--- src/rtl/mem_master_pkg.sv ---
// mem_master_pkg: shared widths and state encoding for the memory sequencer
//   ADDR_W_DEF / DATA_W_DEF / LEN_W_DEF : default widths shared with memory and CPU datapath
//   WAIT_CNT_W                          : width of the wait-state counter (0..15)
//   state_t                             : ST_IDLE / ST_ACCESS
package mem_master_pkg;
    localparam int ADDR_W_DEF = 12;
    localparam int DATA_W_DEF = 16;
    localparam int LEN_W_DEF  = 4;
    localparam int WAIT_CNT_W = 4;
    typedef enum logic {
        ST_IDLE   = 1'b0,
        ST_ACCESS = 1'b1
    } state_t;
endpackage

--- src/rtl/mem_beat_timer.sv ---
// mem_beat_timer: wait-state down-counter with load and zero flag
//   clk, rst_n  : clock, asynchronous active-low reset
//   load_i      : reload counter with load_val_i (has priority over counting)
//   load_val_i  : value to load
//   zero_o      : counter is zero (current beat completes this cycle)
module mem_beat_timer #(
    parameter int CNT_W = 4
) (
    input  logic             clk,
    input  logic             rst_n,
    input  logic             load_i,
    input  logic [CNT_W-1:0] load_val_i,
    output logic             zero_o
);
    logic [CNT_W-1:0] cnt_q;
    always_ff @(posedge clk or negedge rst_n) begin
        if (!rst_n)
            cnt_q <= '0;
        else if (load_i)
            cnt_q <= load_val_i;
        else if (cnt_q != '0)
            cnt_q <= cnt_q - 1'b1;
    end
    assign zero_o = (cnt_q == '0);
endmodule

--- src/rtl/mem_master.sv ---
// mem_master: request-driven memory sequencer for single writes and sequential read bursts
//   clk, rst_n                 : clock, asynchronous active-low reset
//   req_valid/req_ready        : request handshake (accepted only while idle)
//   req_we/addr/wdata/len      : request fields; len = beats-1, ignored for writes
//   rsp_valid/rsp_rdata        : one-cycle read-word pulse, data held between pulses
//   done                       : one-cycle pulse after the last beat
//   busy                       : transaction in progress
//   mem_read/write/addr/wdata  : memory strobes, address and write data
//   mem_rdata                  : memory read data, sampled only at read-beat completion
module mem_master
    import mem_master_pkg::*;
#(
    parameter int ADDR_W      = ADDR_W_DEF,
    parameter int DATA_W      = DATA_W_DEF,
    parameter int LEN_W       = LEN_W_DEF,
    parameter int WAIT_CYCLES = 0
) (
    input  logic              clk,
    input  logic              rst_n,
    input  logic              req_valid,
    output logic              req_ready,
    input  logic              req_we,
    input  logic [ADDR_W-1:0] req_addr,
    input  logic [DATA_W-1:0] req_wdata,
    input  logic [LEN_W-1:0]  req_len,
    output logic              rsp_valid,
    output logic [DATA_W-1:0] rsp_rdata,
    output logic              done,
    output logic              busy,
    output logic              mem_read,
    output logic              mem_write,
    output logic [ADDR_W-1:0] mem_addr,
    output logic [DATA_W-1:0] mem_wdata,
    input  logic [DATA_W-1:0] mem_rdata
);
    state_t            state_q;
    logic              ready_q;
    logic              we_q;
    logic              rsp_valid_q;
    logic              done_q;
    logic [ADDR_W-1:0] addr_q;
    logic [DATA_W-1:0] wdata_q;
    logic [DATA_W-1:0] rdata_q;
    logic [LEN_W-1:0]  beats_q;
    logic              wait_zero;
    logic              handshake;
    logic              beat_end;
    logic              last_beat;

    assign handshake = (state_q == ST_IDLE) && ready_q && req_valid;
    assign beat_end  = (state_q == ST_ACCESS) && wait_zero;
    assign last_beat = (beats_q == '0);

    // Reload on acceptance and between beats so consecutive beats run without a bubble
    mem_beat_timer #(
        .CNT_W(WAIT_CNT_W)
    ) u_timer (
        .clk       (clk),
        .rst_n     (rst_n),
        .load_i    (handshake || (beat_end && !last_beat)),
        .load_val_i(WAIT_CNT_W'(WAIT_CYCLES)),
        .zero_o    (wait_zero)
    );

    // ready_q is registered so it stays low during reset and rises at the first edge after release
    always_ff @(posedge clk or negedge rst_n) begin
        if (!rst_n) begin
            state_q     <= ST_IDLE;
            ready_q     <= 1'b0;
            we_q        <= 1'b0;
            rsp_valid_q <= 1'b0;
            done_q      <= 1'b0;
            addr_q      <= '0;
            wdata_q     <= '0;
            rdata_q     <= '0;
            beats_q     <= '0;
        end else begin
            rsp_valid_q <= beat_end && !we_q;
            done_q      <= beat_end && last_beat;
            case (state_q)
                ST_IDLE: begin
                    if (handshake) begin
                        state_q <= ST_ACCESS;
                        ready_q <= 1'b0;
                        we_q    <= req_we;
                        addr_q  <= req_addr;
                        wdata_q <= req_wdata;
                        beats_q <= req_we ? '0 : req_len;
                    end else begin
                        ready_q <= 1'b1;
                    end
                end
                ST_ACCESS: begin
                    if (beat_end) begin
                        if (!we_q)
                            rdata_q <= mem_rdata;
                        if (last_beat) begin
                            state_q <= ST_IDLE;
                            ready_q <= 1'b1;
                        end else begin
                            addr_q  <= addr_q + 1'b1;
                            beats_q <= beats_q - 1'b1;
                        end
                    end
                end
                default: state_q <= ST_IDLE;
            endcase
        end
    end

    assign req_ready = ready_q;
    assign busy      = (state_q == ST_ACCESS);
    assign rsp_valid = rsp_valid_q;
    assign rsp_rdata = rdata_q;
    assign done      = done_q;
    assign mem_read  = busy && !we_q;
    // Write strobe only in the final cycle of the beat so the word is written once
    assign mem_write = busy && we_q && wait_zero;
    assign mem_addr  = addr_q;
    assign mem_wdata = wdata_q;
endmodule
--- config.mk ---
export PLATFORM = sky130hd
export DESIGN_NAME = mem_master
export DESIGN_NICKNAME = d
export VERILOG_FILES = /design/src/rtl/mem_master_pkg.sv /design/src/rtl/mem_beat_timer.sv /design/src/rtl/mem_master.sv
export SDC_FILE = /design/constraint.sdc
export NUM_CORES = 1
export LEC_CHECK = 0
export ABC_AREA = 1
export BUFFER_PORTS_ARGS = -buffer_cell sky130_fd_sc_hd__buf_2
export CAP_MARGIN = 5
export CORE_ASPECT_RATIO = 1.1
export CORE_UTILIZATION = 49
export CTS_CLUSTER_SIZE = 40
export DETAILED_ROUTE_END_ITERATION = 8
export GPL_TIMING_DRIVEN = 0
export HOLD_SLACK_MARGIN = 0.06
export PLACE_DENSITY_LB_ADDON = 0.15
export SLEW_MARGIN = 20
export SYNTH_ARGS = -nofsm -noshare
export SYNTH_HDL_FRONTEND = slang
export SYNTH_SLANG_ARGS = --single-unit
--- constraint.sdc ---
create_clock -name clk -period 2.6 [get_ports clk]
set_input_delay 0.26 -clock clk [delete_from_list [all_inputs] [get_ports clk]]
set_output_delay 0.26 -clock clk [all_outputs]
set_load 0.01 [all_outputs]
# Yosys cells after proc, flatten, opt, wreduce, memory -nomap -nowiden
# Cells that the tools add are included.
[word_totals]
regBits = 57
out_inout_bits = 50
word_cells = 58
[op_classes]
addsub = 3
eq_ne = 4
muxes = 19
n_bitwise = 2
n_reduce_logical = 20
[ops]
columns = ["op", "count"]
rows = [
  ["$mux 12", 3],
  ["$mux 4", 6],
  ["$pmux 12 s2", 1],
  ["$add 12x1->12 const B", 1],
  ["$logic_and 1x1->1", 9],
  ["$logic_not 4->1", 2],
  ["$pmux 4 s2", 1],
  ["$sub 4x1->4 const B", 2],
  ["$mux 1", 6],
  ["$reduce_and 3->1", 2],
  ["$ne 2x1->1 const B", 2],
  ["$ne 2x2->1 const B", 2],
  ["$pmux 1 s2", 2],
  ["$reduce_and 2->1", 2],
  ["$reduce_bool 4->1", 1],
  ["$logic_not 1->1", 2],
  ["$not 1->1", 2],
  ["$reduce_bool 2->1", 1],
  ["$logic_or 1x1->1", 1],
]

# Logic depth before layout (Yosys ltp)
# Gate-level depths: netlist (run 1).
[logic_depth]
ltp_word = 5
ltp_mapped = 9

# Hierarchy
# Synthesis (run 1) repeated with hierarchy kept, for this count alone.
[unflattened]
cells_unflattened = 314
hier_area_um2 = 2746.4
[by_module_without_submodules]
columns = ["mod", "instances", "cells_each", "area_each_um2"]
rows = [
  ["mem_master", 1, 280, 2503.7],
  ["mem_beat_timer", 1, 34, 242.7],
]

# Worst setup path before layout (run 1)
# Ideal clock, no wire load.
[synth_path]
kind = "reg2reg"
from = "register u_timer.cnt_q[0]"
to = "register addr_q[7] (netlist: mem_addr[7])"
arrival_time_ps = 1321
required_time_ps = 2481
slack_ps = 1160
stages_incl_launch_ff = 9
path_buffers = 1
period_less_slack_ps = 1440
cell_sequence = "dfrtp_1 -> inv_1 -> ha_1 -> nand2_2 -> nand2_1 -> nand3_2 -> buf_6 -> a21oi_1 -> nor2_1"
[synth_via]
elab_chain_len = 4
[synth_lines]
columns = ["element", "line_no", "rtl"]
rows = [
  ["from (decl)", "mem_beat_timer.sv:15", "logic [CNT_W-1:0] cnt_q;"],
  ["from (signal assigned)", "mem_beat_timer.sv:20", "cnt_q <= load_val_i;"],
  ["from (signal assigned)", "mem_beat_timer.sv:22", "cnt_q <= cnt_q - 1'b1;"],
  ["$logic_not 4->1", "mem_beat_timer.sv:24", "assign zero_o = (cnt_q == '0);"],
  ["$logic_and 1x1->1", "mem_master.sv:51", "assign beat_end = (state_q == ST_ACCESS) && wait_zero;"],
  ["$ne 2x1->1 (no line)", "-", ""],
  ["$reduce_and 3->1 (no line)", "-", ""],
  ["to (signal assigned)", "mem_master.sv:86", "addr_q <= req_addr;"],
  ["to (signal assigned)", "mem_master.sv:101", "addr_q <= addr_q + 1'b1;"],
  ["to (decl)", "mem_master.sv:41", "logic [ADDR_W-1:0] addr_q;"],
]
# Every way passes these cells.
# A chain may end at the register's enable or synchronous reset.

# Final worst setup path (run 1)
[layout_path]
from = "register state_q (netlist: busy)"
to = "output port mem_write"
[layout_via]
elab_chain_len = 2
[layout_lines]
columns = ["element", "line_no", "rtl"]
rows = [
  ["from (decl)", "mem_master.sv:36", "state_t state_q;"],
  ["from (signal assigned)", "mem_master.sv:68", "state_q <= ST_IDLE;"],
  ["from (signal assigned)", "mem_master.sv:83", "state_q <= ST_ACCESS;"],
  ["from (signal assigned)", "mem_master.sv:98", "state_q <= ST_IDLE;"],
  ["$logic_and 1x1->1 (2 in series)", "mem_master.sv:118", "assign mem_write = busy && we_q && wait_zero;"],
  ["to (decl)", "mem_master.sv:31", "output logic mem_write,"],
]
# Every way passes these cells.

==> results by group, run 1 <==
Finish
  • Diode count: 0
  • Area Overhead vs Synth: 28.7%
  • Final instance area: 3560 um2
  • Layout cells sized above 1: 0.378
  • # nets final: 472
  • Final core occ: 0.659

Pwr
  • Worst VDD drop: 0.705 mV
  • Pint: 0.00268 W
  • Lkg Pwr: 1.92 nW
  • Sw Pwr: 0.00187 W
  • Power share of the clock group: 0.165
  • Cell area power density: 1280 nW/um2
  • Sw frac: 0.411
  • Comb pwr share: 0.484
  • Sequential Power Share: 0.351

Placed design
  • Placed wire-length estimate: 4.38 mm
  • Routability-driven placement congestion ratio: 0.845
  • Placed inst area: 3360 um2
  • Post-placement worst setup slack: 0.950 ns
  • PortBufs: 101

STA
  • Final worst-path cycle share: 0.712
  • Slew Viols, Final: 0
  • Skew final: 0.00698 ns
  • Achievable clock frequency: 540 MHz
  • RSZ-0062 raised after global routing: no
  • Tmin final: 1.85 ns
  • Fin. Hold Viols: 0
  • Slew margin rel.: 0.515
  • Final setup TNS: 0 ns
  • Final setup viols: 0
  • Worst Slack Setup Final: 0.748 ns
  • Slew @ Worst Pin: 0.728 ns

Worst setup path
  • Crit-path slowest cell: clkbuf_1
  • CP top delay family: buffers and inverters
  • CP arrival: 1.59 ns
  • CP Buf/Inv Count: 3
  • Crit end category: primary output
  • Required @ worst endpoint: 2.34 ns
  • CP peak stage delay: 0.40 ns
  • Setup CP Type: reg -> out
  • CP max FO: 10
  • Critical path, cell by cell: buf_6 > clkbuf_1 > nand2_1 > nor2_1 > buf_2
  • Crit path launch type: flip-flop

Synthesis
  • Synth warn: 0
  • Cell variety after synth: 31
  • Post-synth net total: 359
  • Yosys top cell area share: 0.516
  • Avg Synthesized Cell Area: 9.09 um2
  • Async set or reset register ratio after synthesis: 1.00
  • Synth Instances: 304
  • Area leader, netlist: dfrtp_1
  • Most frequent cell after synthesis: nand2_1
  • Post-Synthesis Cell Area: 2760 um2
  • Part of the Yosys area used for sequential elements: 0.516
  • Top_reg_cell synth: dfrtp_1
  • Synthesized flop and latch total: 57
  • Area contributors post-synth: dfrtp_1 (52%), nand2_1 (13%), mux2_4 (4.3%)
  • EDFF count, synth: 0
  • Synth top cells by count: nand2_1 (97), dfrtp_1 (57), nor2_1 (24)

Clock network
  • CTS Buf Count: 9
  • Clock buffer depth: 2
  • Clock Tree Root: clkbuf_8
  • CTS Hold Bufs: 1
  • CTS tree: done
  • H-tree depth: 3
  • CTS resizes: 0
  • Clock Latency Late Sink: 0.33 ns
  • Clock sinks: 57
  • Reg clk slew, reported paths: 0.06 ns
  • Post-CTS setup buffers: 0

Hold path
  • Hold Crit Class: in -> reg

Floorplanning
  • Core area: 5400 um2
  • Die width: 73.6 um
  • Die height: 80.8 um
  • Starting Density: 0.512
  • Die area: 5940 um2
  • IO Pins: 102
  • Cell row count: 28

Route
  • 1st-iter DRT viols: 122
  • TritonRoute pass-1 iters: 4
  • Vias: 2390
  • Per-cell routed wire length: 12.5 um
  • DRC: 0
  • Vias/cell: 4.82
  • Routed wire length: 6.18 mm
  • Post-route antenna net violation count: 0

Global routing
  • Pin count of the biggest net entering global routing: 58
  • First-pass GRT wire length: 9.69 mm
  • Number of global-route vias before repair: 2153
  • Grt total ovfl: 0
  • Total GRT Usage: 0.218
  • Antenna violations before repair: 0

Outcome
  • Status: finished, final reports clean

Job
  • Max Cap Viol: 0
-- power groups by stage --
| stage | Clock, W | Combinational, W | Sequential [W] |
|---|---|---|---|
| 6_report | 0.000752 | 0.00220 | 0.00160 |
| 3_3_place_gp | 0 | 0.00217 | 0.00160 |
| 4_1_cts | 0.000775 | 0.00223 | 0.00160 |
| 2_1_floorplan | 0 | 0.00130 | 0.00177 |
| 5_1_grt | 0.000808 | 0.00247 | 0.00166 |
| 3_5_place_dp | 0 | 0.00223 | 0.00160 |
-- logic make-up after synthesis --
family / share of synthesized area
XOR/XNOR: 0.00634
adder cells (fa/ha/maj): 0.0136
multiplexers: 0.0761
flip-flops: 0.516
AO/OA/AOI/OAI: 0.0679
AND/OR/NAND/NOR: 0.261
buffers and inverters: 0.0589
-- area by class of cell --
type | count | area [um2]
fillers | 491 | 1840
flip-flops and latches | 57 | 1430
multi-input cells | 218 | 1170
repair buffers | 102 | 518
clock buffers | 13 | 169
well taps | 75 | 93.8
plain buffers | 10 | 88.8
inverters | 19 | 73.8
clock inverters | 2 | 12.5
-- per-layer routing --
metal	up-vias	GRT usage	wire, um
met5	-	0	0
met4	0	0.106	112
met3	11	0.0496	413
met2	87	0.342	2880
met1	1085	0.284	2780
li1	1207	-	-
-- cells in the final DEF, fill, tap and decap left out, drive strengths merged --
cell type,instances
nor3,2
nor2,26
o21bai,1
xnor2,2
dlygate4sd3,1
a21oi,13
nand4,2
clkbuf,15
buf,109
o31ai,1
inv,19
nand3,24
dfrtp,57
clkinv,1
o21ai,18
clkinvlp,1
or2,8
ha,3
mux2,16
nand2,101
o22ai,1
-- worst min-delay path, delay by kind of cell --
kind | cells | cell delay, ns
buffers and inverters | 1 | 0.07
AND/OR/NAND/NOR | 2 | 0.08
-- state kept, by name, indices dropped and copies added (netlist names) --
register	flops
req_ready	1
busy	1
rsp_rdata	16
mem_wdata	16
rsp_valid	1
mem_addr	12
beats_q	4
we_q	1
done	1
u_timer.cnt_q	4
-- per-stage QoR --
step	cells	hold WS (ns)	power [W]
after CTS	496	0.108	0.00460
after global routing	496	0.126	0.00494
after floorplan	304	-0.0356	0.00307
final	496	0.122	0.00455
after global placement	480	0.452	0.00377
after detailed placement	480	0.365	0.00383
-- path summary, 6_finish.rpt --
path                                  startpoint             to  slack (ns)  cells after the start
min in group asynchronous                  rst_n    mem_addr[1]        0.52                      2
worst max-delay path                        busy      mem_write        0.75                      5
worst min register to register      rsp_rdata[8]   rsp_rdata[8]        0.47                      2
max in group asynchronous                  rst_n     beats_q[0]        1.58                      2
worst max register to register  u_timer.cnt_q[0]    mem_addr[7]        0.92                      8
worst min-delay path               mem_rdata[13]  rsp_rdata[13]        0.12                      3
Power figures use the tool's default switching activity.
==> inputs of run 2 (changes only) <==
--- a/config.mk
+++ b/config.mk
@@ -9,7 +9,7 @@
 export BUFFER_PORTS_ARGS = -buffer_cell sky130_fd_sc_hd__buf_2
 export CAP_MARGIN = 5
 export CORE_ASPECT_RATIO = 1.1
-export CORE_UTILIZATION = 49
+export CORE_UTILIZATION = 44
 export CTS_CLUSTER_SIZE = 40
 export DETAILED_ROUTE_END_ITERATION = 8
 export GPL_TIMING_DRIVEN = 0
==> constraint.sdc (replaced) <==
create_clock -name clk -period 1.7 [get_ports clk]
set_input_delay 0.17 -clock clk [delete_from_list [all_inputs] [get_ports clk]]
set_output_delay 0.17 -clock clk [all_outputs]
set_load 0.01 [all_outputs]
==> results by group, run 2 (synthesis gave the netlist of run 1 again) <==
Worst setup path
  • Reg2reg path depth: 8
  • Required @ worst endpoint: 1.53 ns
  • Crit Reg-Reg Startpoint: u_timer.cnt_q[0]
  • CP arrival: 1.46 ns
  • Crit path capture: mem_write
  • Crit end category: primary output
  • Worst setup path startpoint: u_timer.cnt_q[0]
  • Setup CP Type: reg -> out
  • FF-to-FF End: mem_addr[7]
  • Crit path launch type: flip-flop
  • R2r setup slk: 0.13 ns
  • CP max FO: 7

Global routing
  • Grt total ovfl: 0
  • Antenna violations before repair: 0
  • Total GRT Usage: 0.215
  • Pin count of the biggest net entering global routing: 58
  • Number of global-route vias before repair: 2467
  • First-pass GRT wire length: 11.0 mm

Route
  • TritonRoute pass-1 iters: 4
  • DRC: 0
  • 1st-iter DRT viols: 143
  • Routed wire length: 6.72 mm
  • Vias: 2493
  • Vias/cell: 4.86
  • Per-cell routed wire length: 13.1 um
  • Post-route antenna net violation count: 0

Floorplanning
  • IO Pins: 102
  • Cell row count: 29
  • Die width: 77.6 um
  • Die area: 6600 um2
  • Starting Density: 0.467
  • Core area: 5910 um2
  • Die height: 85.1 um

STA
  • Slew margin rel.: 0.506
  • Slew @ Worst Pin: 0.741 ns
  • Fin Hold WS: 0.0731 ns
  • Achievable clock frequency: 614 MHz
  • Fin. Hold Viols: 0
  • Slew Viols, Final: 0
  • Skew final: 0.00914 ns
  • Tmin final: 1.63 ns
  • Final setup viols: 0
  • Final worst-path cycle share: 0.958

Clock network
  • Clock Latency Late Sink: 0.33 ns
  • H-tree depth: 3
  • Clock buffer depth: 2
  • CTS tree: done
  • Clock sinks: 57
  • Clock Tree Root: clkbuf_8
  • Post-CTS setup buffers: 0
  • Reg clk slew, reported paths: 0.07 ns
  • CTS Buf Count: 9

Finish
  • Most frequent cells in the layout: buf_2 (103), nand2_1 (96), dfrtp_1 (57)
  • Layout cells sized above 1: 0.374
  • # nets final: 487
  • Final instance area: 3720 um2
  • # fillers: 541
  • Area Overhead vs Synth: 34.8%
  • Diode count: 0
  • Most common cell after layout, fill and taps aside: buf_2

Pwr
  • Worst VDD drop: 1.11 mV
  • Cell area power density: 1900 nW/um2
  • Lkg Pwr: 1.99 nW

Placed design
  • PortBufs: 101
  • Placed inst area: 3370 um2
  • Routability-driven placement congestion ratio: 0.775
  • Placed wire-length estimate: 4.53 mm

Job
  • Max Cap Viol: 0

Outcome
  • Status: finished, final reports clean

Hold path
  • Hold Crit Class: in -> reg
-- run 2: cell type report --
| class | count | area (um2) | share of cell area |
|---|---|---|---|
| buffer | 10 | 90.1 | 0.0242 |
| clock buffer | 12 | 165 | 0.0444 |
| clock inverter | 3 | 15.0 | 0.00403 |
| inverter | 19 | 76.3 | 0.0205 |
| multi-input combinational | 218 | 1190 | 0.319 |
| sequential | 57 | 1430 | 0.383 |
| tap | 77 | 96.3 | 0.0259 |
| timing repair buffer | 117 | 668 | 0.179 |
-- run 2: layer usage --
layer  track usage  up-vias  wire length (um)
li1              -     1236                 -
met1         0.255     1156              2950
met2         0.364       90              3220
met3        0.0570       11               454
met4         0.101        0                93
met5             0        -                 0
-- run 2: worst min-delay path by stage --
stage,from,end,slack [ns],cells after the start
CTS,req_wdata[7],mem_wdata[7],0.06,2
global placement,mem_rdata[10],rsp_rdata[10],0.36,3
global route,req_wdata[13],mem_wdata[13],0.06,2
floorplan,rst_n,beats_q[0],-0.13,0
finish,req_wdata[4],mem_wdata[4],0.07,2
detailed placement,rst_n,mem_addr[1],0.28,1
-- run 2: power breakdown --
part	internal, W	total (W)	switching [W]	leakage [nW]
clock	0.000632	0.00115	0.000518	0.0980
combinational	0.00150	0.00345	0.00195	1.20
sequential	0.00201	0.00247	0.000456	0.691
total	0.00414	0.00706	0.00293	1.99
-- run 2: metrics by stage --
stage               setup TNS [ns]  utilization  total power (W)  cells  worst slack, ns
detailed placement               0        0.569          0.00588    482           0.0555
floorplan                        0            -          0.00469    304            0.260
global placement                 0        0.569          0.00578    482           0.0402
finish                           0        0.630          0.00706    513           0.0713
CTS                              0        0.627          0.00709    513           0.0136
global route              -0.00873        0.630          0.00762    513         -0.00873
-- run 2: critical path, cell delays in order (launching register included) --
cell	delay (ns)
dfrtp_1	0.38
inv_1	0.09
ha_2	0.24
nand2_2	0.13
nor2_1	0.14
buf_2	0.15
-- run 2: what timing repair did --
item / CTS / global route
setup endpoints to repair: 1 / 17
resized for setup: 1 / 5
endpoints found under the hold margin: 72 / 0
hold buffers: 16 / 0
==> inputs of run 3 (changes only) <==
--- a/config.mk
+++ b/config.mk
@@ -9,12 +9,13 @@
 export BUFFER_PORTS_ARGS = -buffer_cell sky130_fd_sc_hd__buf_2
 export CAP_MARGIN = 5
 export CORE_ASPECT_RATIO = 1.1
-export CORE_UTILIZATION = 44
+export CORE_MARGIN = 1.5
+export CORE_UTILIZATION = 49
 export CTS_CLUSTER_SIZE = 40
 export DETAILED_ROUTE_END_ITERATION = 8
 export GPL_TIMING_DRIVEN = 0
 export HOLD_SLACK_MARGIN = 0.06
-export PLACE_DENSITY_LB_ADDON = 0.15
+export PLACE_DENSITY = 0.79
 export SLEW_MARGIN = 20
 export SYNTH_ARGS = -nofsm -noshare
 export SYNTH_HDL_FRONTEND = slang
==> constraint.sdc (replaced) <==
create_clock -name clk -period 1.99 [get_ports clk]
set_input_delay 0.199 -clock clk [delete_from_list [all_inputs] [get_ports clk]]
set_output_delay 0.199 -clock clk [all_outputs]
set_load 0.01 [all_outputs]
==> results by group, run 3 (synthesis gave the netlist of run 1 again) <==
Job
  • Max Cap Viol: 0

Worst setup path
  • Required @ worst endpoint: 1.79 ns
  • R2r setup slk: 0.29 ns
  • CP arrival: 1.64 ns
  • Crit end category: primary output
  • Reg2reg path depth: 8
  • CP max FO: 10
  • Crit Reg-Reg Startpoint: u_timer.cnt_q[0]
  • Setup CP Type: reg -> out
  • FF-to-FF End: mem_addr[10]
  • Crit path launch type: flip-flop

Placed design
  • Post-placement worst setup slack: 0.301 ns
  • Routability-driven placement congestion ratio: 0.878
  • Placed wire-length estimate: 4.77 mm
  • PortBufs: 101
  • Placed inst area: 3360 um2
  • Cells after DPL: 480

Global routing
  • Number of global-route vias before repair: 2493
  • First-pass GRT wire length: 11.3 mm
  • Total GRT Usage: 0.251
  • Pin count of the biggest net entering global routing: 58
  • Antenna violations before repair: 0
  • Grt total ovfl: 0

Hold path
  • Hold Crit Class: in -> reg
  • Hold EP: rsp_rdata[4]
  • Worst Hold Depth: 3
  • Min-delay src: mem_rdata[4]

Clock network
  • H-tree depth: 3
  • Reg clk slew, reported paths: 0.07 ns
  • Clock Tree Root: clkbuf_8
  • Clock Latency Late Sink: 0.33 ns
  • Clock sinks: 57
  • Clock buffer depth: 2
  • CTS resizes: 0
  • CTS Buf Count: 9
  • CTS tree: done

STA
  • Final setup TNS: 0 ns
  • Slew Viols, Final: 0
  • Skew final: 0.00583 ns
  • Achievable clock frequency: 543 MHz
  • Worst Slack Setup Final: 0.150 ns
  • Slew @ Worst Pin: 0.719 ns
  • Slew margin rel.: 0.521
  • Tmin final: 1.84 ns
  • Final worst-path cycle share: 0.925
  • RSZ-0062 raised after global routing: no
  • Fin. Hold Viols: 0
  • Final setup viols: 0

Finish
  • Fin cells: 507
  • Diode count: 0
  • Layout cells sized above 1: 0.370
  • Most frequent cells in the layout: buf_2 (102), nand2_1 (97), dfrtp_1 (57)
  • Multi-input logic area: 1170 um2
  • # nets final: 482
  • Final core occ: 0.689
  • Reg area: 1430 um2
  • Area Overhead vs Synth: 34.6%
  • Most common cell after layout, fill and taps aside: buf_2
  • Final instance area: 3720 um2
  • # fillers: 459

Route
  • 1st-iter DRT viols: 165
  • Routed wire length: 7.00 mm
  • Vias/cell: 5.09
  • Post-route antenna net violation count: 0
  • Vias: 2581
  • TritonRoute pass-1 iters: 4
  • DRC: 0
  • Per-cell routed wire length: 13.8 um

Floorplanning
  • Core area: 5400 um2
  • Cell row count: 28
  • IO Pins: 102
  • Die height: 81.8 um
  • Starting Density: 0.512
  • Die width: 74.6 um
  • Die area: 6100 um2

Pwr
  • Cell area power density: 1720 nW/um2
  • Worst VDD drop: 0.932 mV
  • Lkg Pwr: 1.99 nW

Outcome
  • Status: finished, final reports clean
## run 3: cell types whose count changed in the layout (fill, tap and decap cells not counted), sizes merged
cell	before	now
clkinv	3	1
buf	110	109
bufinv	0	3
dlygate4sd3	16	11
clkinvlp	0	1
## run 3: layout make-up
type,instances,share of cell area
Buffer,10,0.0239
Multi-Input combinational cell,218,0.316
Tap cell,75,0.0252
Sequential cell,57,0.384
Clock buffer,11,0.0380
Clock inverter,5,0.0276
Timing Repair Buffer,112,0.166
Inverter,19,0.0199
## run 3: power breakdown
| part | switching, W | leakage [nW] | total, W | internal (W) |
|---|---|---|---|---|
| clock network | 0.000466 | 0.120 | 0.00133 | 0.000864 |
| logic | 0.00169 | 1.17 | 0.00294 | 0.00126 |
| registers | 0.000403 | 0.691 | 0.00212 | 0.00172 |
## run 3: layer usage
| metal | part of all wire | wire [um] | track usage | vias up |
|---|---|---|---|---|
| met5 | 0 | 0 | 0 | - |
| li1 | - | - | - | 1228 |
| met1 | 0.41 | 2870 | 0.297 | 1226 |
| met3 | 0.078 | 543 | 0.0675 | 14 |
| met4 | 0.022 | 156 | 0.135 | 0 |
| met2 | 0.49 | 3420 | 0.413 | 113 |
## run 3: timing repair
item                      4_1_cts  5_1_grt
buffers inserted                0        0
hold endpoints to repair       67        0
hold buffers                   11        0
## run 3: critical path: stages, from the launching register on
cell      delay [ns]
dfrtp_1         0.39
buf_6           0.15
clkbuf_1        0.41
nand2_1         0.10
nor2_1          0.11
buf_2           0.14
## run 3: metrics by stage
step                      hold WS [ns]  total power, W
after floorplan                -0.0966         0.00401
after global placement           0.391         0.00491
after detailed placement         0.309         0.00502
after CTS                       0.0616         0.00641
after global routing            0.0652         0.00689
final                           0.0652         0.00639
## run 3: worst max-delay path by stage
stage,start,to,depth (start not counted)
after floorplan,u_timer.cnt_q[0],mem_addr[7],8
after global placement,u_timer.cnt_q[0],mem_addr[7],8
after detailed placement,u_timer.cnt_q[0],mem_addr[10],8
after CTS,busy,mem_write,5
after global routing,busy,mem_write,5
final,busy,mem_write,5
